==> src/rtl/otp_ctrl_chk_sched.sv <==
// Background check scheduler: per-channel period counters, round-robin grant, shared watchdog, EDN-reseeded LFSR.
// Optional OTP_CHK_SCHED_REDUN_EN adds a lockstep shadow LFSR whose divergence forces ErrorSt.
module otp_ctrl_chk_sched #(
    parameter int unsigned NumChk = 3,
    parameter int unsigned NumPart = 8,
    parameter int unsigned LfsrWidth = 40,
    parameter int unsigned ReseedThresh = 256,
    parameter logic [LfsrWidth-1:0] LfsrSeed = 40'h5A_C3A5_96E1,
    localparam int unsigned ChanW = (NumChk > 1) ? $clog2(NumChk) : 1
) (
    input  logic                        clk_i,
    input  logic                        rst_i,
    input  logic                        timer_en_i,
    output logic                        edn_req_o,
    input  logic                        edn_ack_i,
    input  logic [LfsrWidth-1:0]        edn_data_i,
    input  logic [NumChk-1:0]           chk_trig_i,
    input  logic [32*NumChk-1:0]        period_msk_i,
    input  logic [31:0]                 timeout_i,
    input  logic [NumChk-1:0]           pause_i,
    output logic [NumChk*NumPart-1:0]   chk_req_o,
    input  logic [NumChk*NumPart-1:0]   chk_ack_i,
    output logic [NumChk-1:0]           chk_active_o,
    output logic                        chk_pending_o,
    output logic                        chk_timeout_o,
    output logic [ChanW-1:0]            timeout_chan_o,
    input  logic                        escalate_i,
    output logic                        fsm_err_o
);

    localparam int unsigned CntW = $clog2(ReseedThresh + 1);

    // Pairwise Hamming distance >= 3 between all four codes.
    typedef enum logic [4:0] {
        ResetSt = 5'b10100,
        IdleSt  = 5'b01110,
        WaitSt  = 5'b11011,
        ErrorSt = 5'b00001
    } state_e;

    function automatic logic [63:0] tap(input int unsigned n);
        return 64'd1 << (n - 1);
    endfunction

    // Maximal-length tap sets for widths 33..48; anything else falls back to the 64-bit set.
    function automatic logic [63:0] lfsr_poly(input int unsigned w);
        case (w)
            33: return tap(33) | tap(20);
            34: return tap(34) | tap(27) | tap(2) | tap(1);
            35: return tap(35) | tap(33);
            36: return tap(36) | tap(25);
            37: return tap(37) | tap(5) | tap(4) | tap(3) | tap(2) | tap(1);
            38: return tap(38) | tap(6) | tap(5) | tap(1);
            39: return tap(39) | tap(35);
            40: return tap(40) | tap(38) | tap(21) | tap(19);
            41: return tap(41) | tap(38);
            42: return tap(42) | tap(41) | tap(20) | tap(19);
            43: return tap(43) | tap(42) | tap(38) | tap(37);
            44: return tap(44) | tap(43) | tap(18) | tap(17);
            45: return tap(45) | tap(44) | tap(42) | tap(41);
            46: return tap(46) | tap(45) | tap(26) | tap(25);
            47: return tap(47) | tap(42);
            48: return tap(48) | tap(47) | tap(21) | tap(20);
            default: return tap(64) | tap(63) | tap(61) | tap(60);
        endcase
    endfunction

    localparam logic [63:0] PolyFull = lfsr_poly(LfsrWidth);
    localparam logic [LfsrWidth-1:0] LfsrPoly = PolyFull[LfsrWidth-1:0];

    function automatic logic [LfsrWidth-1:0] lfsr_step(input logic [LfsrWidth-1:0] s);
        return (s >> 1) ^ (s[0] ? LfsrPoly : '0);
    endfunction

    state_e                      state_q;
    logic                        en_q;
    logic [ChanW-1:0]            load_idx_q;
    logic [LfsrWidth-1:0]        per_cnt_q [NumChk];
    logic [NumChk-1:0]           due_q, trig_q, active_q;
    logic [NumChk*NumPart-1:0]   req_q;
    logic [ChanW-1:0]            last_grant_q, timeout_chan_q;
    logic [31:0]                 wdog_q;
    logic                        timeout_q, fsm_err_q;
    logic [LfsrWidth-1:0]        lfsr_q, lfsr_nxt, lfsr_stepped;
    logic [CntW-1:0]             draw_cnt_q;

    logic                        reseed, draw, lfsr_fault, wdog_hit, pause_act;
    logic [NumChk-1:0]           pend, due_set, gnt_onehot, trig_nxt, due_nxt;
    logic                        gnt_vld;
    logic [ChanW-1:0]            gnt_idx, cand_idx;
    int unsigned                 cand;
    logic [NumChk*NumPart-1:0]   gnt_req, req_acked;
    logic [LfsrWidth-1:0]        msk_full [NumChk];

    assign edn_req_o = (draw_cnt_q >= CntW'(ReseedThresh));
    assign reseed    = edn_req_o & edn_ack_i;
    assign pend      = due_q | trig_q;
    assign pause_act = pause_i[last_grant_q];
    assign wdog_hit  = (timeout_i != '0) && (wdog_q == '0);
    assign req_acked = req_q & ~chk_ack_i;

    // A draw happens on each serialised initial load and on each completed check.
    assign draw = ((state_q == ResetSt) && (en_q || timer_en_i)) ||
                  ((state_q == WaitSt) && !wdog_hit && (req_acked == '0));

    assign lfsr_stepped = lfsr_step(lfsr_q) ^ (reseed ? edn_data_i : '0);
    always_comb begin
        lfsr_nxt = lfsr_q;
        if (draw || reseed) begin
            lfsr_nxt = (reseed && (lfsr_stepped == '0)) ? LfsrSeed : lfsr_stepped;
        end
    end

`ifdef OTP_CHK_SCHED_REDUN_EN
    logic [LfsrWidth-1:0] lfsr_shadow_q, shadow_stepped, shadow_nxt;

    assign shadow_stepped = lfsr_step(lfsr_shadow_q) ^ (reseed ? edn_data_i : '0);
    always_comb begin
        shadow_nxt = lfsr_shadow_q;
        if (draw || reseed) begin
            shadow_nxt = (reseed && (shadow_stepped == '0)) ? LfsrSeed : shadow_stepped;
        end
    end

    always_ff @(posedge clk_i) begin
        if (rst_i) begin
            lfsr_shadow_q <= LfsrSeed;
        end else begin
            lfsr_shadow_q <= shadow_nxt;
        end
    end

    assign lfsr_fault = (lfsr_shadow_q != lfsr_q);
`else
    assign lfsr_fault = 1'b0;
`endif

    always_comb begin
        gnt_vld  = 1'b0;
        gnt_idx  = '0;
        cand     = 0;
        cand_idx = '0;
        for (int i = 0; i < NumChk; i++) begin
            cand     = (int'(last_grant_q) + 1 + i) % NumChk;
            cand_idx = ChanW'(cand);
            if (!gnt_vld && pend[cand_idx]) begin
                gnt_vld = 1'b1;
                gnt_idx = cand_idx;
            end
        end
    end

    // The channel under check is excluded from due: its counter sits at 0 until the completion reload.
    always_comb begin
        for (int c = 0; c < NumChk; c++) begin
            msk_full[c]   = {period_msk_i[32*c +: 32], {(LfsrWidth-32){1'b1}}};
            gnt_onehot[c] = gnt_vld && (gnt_idx == ChanW'(c));
            gnt_req[c*NumPart +: NumPart] = {NumPart{gnt_onehot[c]}};
            due_set[c]    = ((state_q == IdleSt) || (state_q == WaitSt)) &&
                            (per_cnt_q[c] == '0) && (period_msk_i[32*c +: 32] != '0) &&
                            !((state_q == WaitSt) && (last_grant_q == ChanW'(c)));
        end
        trig_nxt = trig_q | chk_trig_i;
        due_nxt  = due_q | due_set;
        if ((state_q == IdleSt) && gnt_vld) begin
            trig_nxt = (trig_q & ~gnt_onehot) | chk_trig_i;
            due_nxt  = (due_q | due_set) & ~gnt_onehot;
        end
    end

    always_ff @(posedge clk_i) begin
        if (rst_i) begin
            state_q        <= ResetSt;
            en_q           <= 1'b0;
            load_idx_q     <= '0;
            for (int c = 0; c < NumChk; c++) per_cnt_q[c] <= '0;
            due_q          <= '0;
            trig_q         <= '0;
            active_q       <= '0;
            req_q          <= '0;
            last_grant_q   <= '0;
            timeout_chan_q <= '0;
            wdog_q         <= '0;
            timeout_q      <= 1'b0;
            fsm_err_q      <= 1'b0;
            lfsr_q         <= LfsrSeed;
            draw_cnt_q     <= '0;
        end else begin
            lfsr_q <= lfsr_nxt;
            en_q   <= en_q | timer_en_i;
            if (reseed) begin
                draw_cnt_q <= '0;
            end else if (draw && !edn_req_o) begin
                draw_cnt_q <= draw_cnt_q + CntW'(1);
            end

            if (escalate_i || lfsr_fault) begin
                state_q   <= ErrorSt;
                fsm_err_q <= 1'b1;
                req_q     <= '0;
                trig_q    <= '0;
                due_q     <= '0;
                active_q  <= '0;
            end else begin
                unique case (state_q)
                    ResetSt: begin
                        trig_q <= trig_q | chk_trig_i;
                        if (en_q || timer_en_i) begin
                            per_cnt_q[load_idx_q] <= lfsr_q & msk_full[load_idx_q];
                            if (load_idx_q == ChanW'(NumChk - 1)) begin
                                load_idx_q <= '0;
                                state_q    <= IdleSt;
                            end else begin
                                load_idx_q <= load_idx_q + ChanW'(1);
                            end
                        end
                    end
                    IdleSt: begin
                        trig_q <= trig_nxt;
                        due_q  <= due_nxt;
                        for (int c = 0; c < NumChk; c++) begin
                            if (per_cnt_q[c] != '0) per_cnt_q[c] <= per_cnt_q[c] - LfsrWidth'(1);
                        end
                        if (gnt_vld) begin
                            req_q        <= gnt_req;
                            active_q     <= gnt_onehot;
                            last_grant_q <= gnt_idx;
                            wdog_q       <= timeout_i;
                            state_q      <= WaitSt;
                        end
                    end
                    WaitSt: begin
                        trig_q <= trig_nxt;
                        due_q  <= due_nxt;
                        req_q  <= req_acked;
                        for (int c = 0; c < NumChk; c++) begin
                            if (per_cnt_q[c] != '0) per_cnt_q[c] <= per_cnt_q[c] - LfsrWidth'(1);
                        end
                        if (!pause_act && (wdog_q != '0)) wdog_q <= wdog_q - 32'd1;
                        // Timeout takes priority over a final ack landing in the same cycle.
                        if (wdog_hit) begin
                            state_q        <= ErrorSt;
                            timeout_q      <= 1'b1;
                            timeout_chan_q <= last_grant_q;
                            req_q          <= '0;
                            trig_q         <= '0;
                            due_q          <= '0;
                            active_q       <= '0;
                        end else if (req_acked == '0) begin
                            per_cnt_q[last_grant_q] <= lfsr_q & msk_full[last_grant_q];
                            active_q <= '0;
                            state_q  <= IdleSt;
                        end
                    end
                    ErrorSt: begin
                        req_q    <= '0;
                        trig_q   <= '0;
                        due_q    <= '0;
                        active_q <= '0;
                    end
                    default: begin
                        state_q   <= ErrorSt;
                        fsm_err_q <= 1'b1;
                        req_q     <= '0;
                        trig_q    <= '0;
                        due_q     <= '0;
                        active_q  <= '0;
                    end
                endcase
            end
        end
    end

    assign chk_req_o      = req_q;
    assign chk_active_o   = active_q;
    assign chk_pending_o  = (|active_q) | (|trig_q) | (|due_q);
    assign chk_timeout_o  = timeout_q;
    assign timeout_chan_o = timeout_chan_q;
    assign fsm_err_o      = fsm_err_q;

endmodule

==> config.mk <==
export PLATFORM = sky130hd
export DESIGN_NAME = otp_ctrl_chk_sched
export DESIGN_NICKNAME = d
export VERILOG_FILES = /design/src/rtl/otp_ctrl_chk_sched.sv
export SDC_FILE = /design/constraint.sdc
export NUM_CORES = 1
export LEC_CHECK = 0
export CAP_MARGIN = 20
export CORE_UTILIZATION = 56
export DETAILED_ROUTE_END_ITERATION = 8
export PLACE_DENSITY = 0.82
export SLEW_MARGIN = 0
export SYNTH_ARGS = -nofsm -noshare
export SYNTH_HDL_FRONTEND = slang
export SYNTH_SLANG_ARGS = --single-unit
==> constraint.sdc <==
create_clock -name clk_i -period 5.85 [get_ports clk_i]
set_input_delay 1.17 -clock clk_i [delete_from_list [all_inputs] [get_ports clk_i]]
set_output_delay 1.17 -clock clk_i [all_outputs]
set_load 0.1 [all_outputs]
==> results.md <==
- Minimum clock period: 4.55 ns
- Area Overhead vs Synth: 20.1%
- Critical-path cell list: clkdlybuf4s50_1, inv_1, a2111oi_0, nand4_1, or4_1, mux2i_1, or3_2, buf_4, mux2_2
- Total Routing Usage GR: 0.337
- Worst-path maximum fanout: 40
- Sequential fraction of the synthesis area: 0.360
- Core area: 29,800 sq um
- H-tree depth: 1
- Min-Delay Path Class: flip-flop to flip-flop
- Initial Util: 0.573
- Max Buffers Root-to-Sink: 3
- Reg clk slew, reported paths: 0.07 ns
- Synthesized Nets: 2,253
- Worst path arrival time: 4.84 ns
- Ys flop type: dfxtp_1
- Filler cell count in the final layout: 2,401
- Total congestion overflow: 0
- Post-route setup TNS: 0 ns
- Synth unique cells: 74
- Leak: 7.66 nW
- DR vias: 16,700
- Die width: 177 um
- CP Class: input port to flip-flop
- Syn Inst Count: 2,038
- Total area of sequential cells: 6150 sq um
- Final Net Count: 2,425
- Port buffer count: 235
- DR pass1 iterations: 7
- Worst-Margin Slew: 1.04 ns
- Fmax: 220 MHz
- Syn_area_per_cell: 8.38 sq um
- Post_cts resized: 0
- Multi-input gate area: 10,300 sq um
- ANT nets after route: 0
- Flops & latches, synth: 247
- Final GP Congestion: 0.916
- Startpoint type of the worst setup path: input port
- Worst Clk Skew: 0.0228 ns
- Post-route clock period utilization: 0.777
- CTS root buf: clkbuf_16
- Synth warnings: 0
- Hold Vio Cnt, Final: 0
- Crit. End Element: flip-flop
- Status: complete, no violations
- WL/cell: 20.5 um
- Mapped Area: 17,100 sq um
- First-pass GRT wire length: 83,100 um
- CTS tree: done
- CP required: 6.14 ns
- Vias in the first global route: 15,600
- Die area: 31,200 sq um
- Floorplan die height: 177 um
- VDD IR max: 0.186 mV
- EDFF count, synth: 120
- Total CTS buffers: 27
- Boundary pin count: 236
- CTS sink count: 247
- Post-synth ARST share: 0
- RSZ-0062 raised after global routing: false
- Iteration-0 DRC Markers: 2,042
- Core Rows: 63
- Postcts setup bufs: 0
- Initial antenna violation count: 5
- CP max stage cell: or4_1
- Maximum capacitance violations: 0
- # hold bufs at CTS: 0
- Crit path largest cell delay: 0.67 ns
- DRC: 0
- Largest net degree at the start of global routing: 105
- Clk Latency, worst-skew pair: 0.55 ns
- Dpl hpwl: 38,900 um
- Max-slew violation count: 0
- Setup violators final: 0
- Layout cell share with drive strength beyond 1: 0.0475
- Max_slew headroom: 0.302
- Final WL: 53,900 um
- Pwr/cell area: 206 nW/um^2
- Vias per std cell: 6.39
- Total power draw: 4.22 mW
-- synthesized netlist by cell type (3+ instances only) --
cell type | instances | area, sq um
nor2b_1 | 19 | 119
nand3_1 | 19 | 95.1
xnor2_1 | 65 | 569
nor4_1 | 62 | 388
a2111oi_0 | 4 | 35.0
buf_6 | 11 | 124
a31oi_1 | 24 | 150
a2bb2oi_1 | 20 | 175
or3_1 | 18 | 113
xor2_1 | 100 | 876
nand3b_1 | 7 | 52.6
and2_1 | 5 | 31.3
inv_1 | 35 | 131
buf_1 | 14 | 52.6
nand2_1 | 310 | 1160
or4_1 | 23 | 173
o32ai_1 | 24 | 210
nand4_1 | 18 | 113
a21oi_1 | 122 | 611
o31a_1 | 6 | 52.6
o41ai_1 | 7 | 61.3
nand2b_1 | 22 | 138
nand4b_1 | 8 | 70.1
nor4bb_1 | 19 | 190
o22ai_1 | 13 | 81.3
o211ai_1 | 35 | 263
dfxtp_1 | 127 | 2540
nor4b_1 | 3 | 26.3
or2_2 | 5 | 31.3
o21ai_0 | 115 | 576
mux2_2 | 6 | 67.6
nor3_1 | 56 | 280
clkbuf_1 | 84 | 315
o31ai_1 | 5 | 37.5
ha_1 | 12 | 150
buf_2 | 11 | 55.1
a211oi_1 | 25 | 188
nor2_1 | 224 | 841
and4_1 | 3 | 26.3
a21o_1 | 6 | 45.0
a22o_1 | 4 | 35.0
mux2i_1 | 179 | 1790
edfxtp_1 | 120 | 3600
-- worst max-delay path, delay by kind of cell --
kind                   cells  cell delay, ns
buffers and inverters      3            1.07
AOI/OAI and AO/OA          1            0.55
muxes                      2            0.75
and+or+nand+nor            3            1.24
-- report_power, final --
group	switching, mW	internal (mW)
combinational	0.273	0.264
sequential	0.0829	1.87
clock	0.725	1.01
-- worst paths after layout --
kind,from,end,slack [ns],depth (start not counted)
setup / recovery,chk_ack_i[3],per_cnt_q[0][1]$_DFFE_PP_,1.30,9
hold reg to reg,chk_timeout_o$_SDFFE_PP0P_,chk_timeout_o$_SDFFE_PP0P_,0.46,2
hold / removal,chk_timeout_o$_SDFFE_PP0P_,chk_timeout_o$_SDFFE_PP0P_,0.46,2
setup reg to reg,per_cnt_q[0][0]$_DFFE_PP_,per_cnt_q[0][0]$_DFFE_PP_,1.37,9
-- per-stage QoR --
| step | area (sq um) | std cells | hold WS (ns) | util | setup WS [ns] |
|---|---|---|---|---|---|
| 2_1_floorplan | 17100 | 2038 | 0.448 | - | 1.13 |
| 3_3_place_gp | 19600 | 2571 | 0.436 | 0.658 | 0.883 |
| 3_5_place_dp | 19600 | 2571 | 0.438 | 0.658 | 0.802 |
| 4_1_cts | 20500 | 2620 | 0.458 | 0.688 | 1.34 |
| 5_1_grt | 20500 | 2620 | 0.494 | 0.688 | 1.16 |
| 6_report | 20500 | 2622 | 0.456 | 0.688 | 1.30 |
-- area by class of cell --
class                           instances  share of cell area
Clock buffer                           36              0.0376
Inverter                               35             0.00641
Sequential cell                       247               0.300
Timing Repair Buffer                  263               0.125
Multi-Input combinational cell       1636               0.501
Tap cell                              390              0.0238
Clock inverter                         13             0.00580
Antenna cell                            2            0.000244
-- cell usage in the layout (no fill, tap or decap), types with 6 or more instances in the layout --
| cell | netlist | layout |
|---|---|---|
| buf_4 | 0 | 27 |
| nand4_1 | 18 | 18 |
| nor4_1 | 62 | 62 |
| o211ai_1 | 35 | 35 |
| o41ai_1 | 7 | 7 |
| mux2_2 | 6 | 6 |
| o22ai_1 | 13 | 13 |
| o32ai_1 | 24 | 24 |
| nor2b_1 | 19 | 18 |
| a211oi_1 | 25 | 25 |
| clkinv_2 | 0 | 6 |
| dfxtp_1 | 127 | 125 |
| o21ai_0 | 115 | 115 |
| or3_1 | 18 | 15 |
| nor2_1 | 224 | 223 |
| edfxtp_1 | 120 | 120 |
| xnor2_1 | 65 | 65 |
| nand2_1 | 310 | 310 |
| nand2b_1 | 22 | 22 |
| ha_1 | 12 | 12 |
| a21oi_1 | 122 | 121 |
| nand3_1 | 19 | 18 |
| a2bb2oi_1 | 20 | 20 |
| inv_1 | 35 | 35 |
| nor3_1 | 56 | 56 |
| or4_1 | 23 | 23 |
| nand3b_1 | 7 | 7 |
| a21o_1 | 6 | 6 |
| nand4b_1 | 8 | 8 |
| mux2i_1 | 179 | 179 |
| clkbuf_16 | 0 | 28 |
| nor4bb_1 | 19 | 19 |
| clkdlybuf4s50_1 | 0 | 234 |
| xor2_1 | 100 | 100 |
| a31oi_1 | 24 | 24 |
-- per-layer routing --
layer  global-route usage  routed length (um)  up-vias
li1                     -                   -     7789
met1                0.421               20600     7915
met2                0.566               25400      882
met3               0.0687                5490      159
met4                0.134                2340        2
met5                    0                  13        -
-- registers in the layout, indices dropped and copies added, names as in the netlist --
register        flops
per_cnt_q         120
chk_active_o        3
timeout_chan_o      2
due_q               3
state_q             4
chk_req_o          24
draw_cnt_q          9
wdog_q             32
trig_q              3
fsm_err_o           1
en_q                1
last_grant_q        2
load_idx_q          2
lfsr_q             40
chk_timeout_o       1
-- cells by family after synthesis --
logic type,synth area share
fa+ha+maj,0.00879
compound gates,0.163
simple gates,0.235
xor+xnor,0.0846
flops,0.360
mux,0.109
buf+inv,0.0397
(Power assumes the default switching activity.)
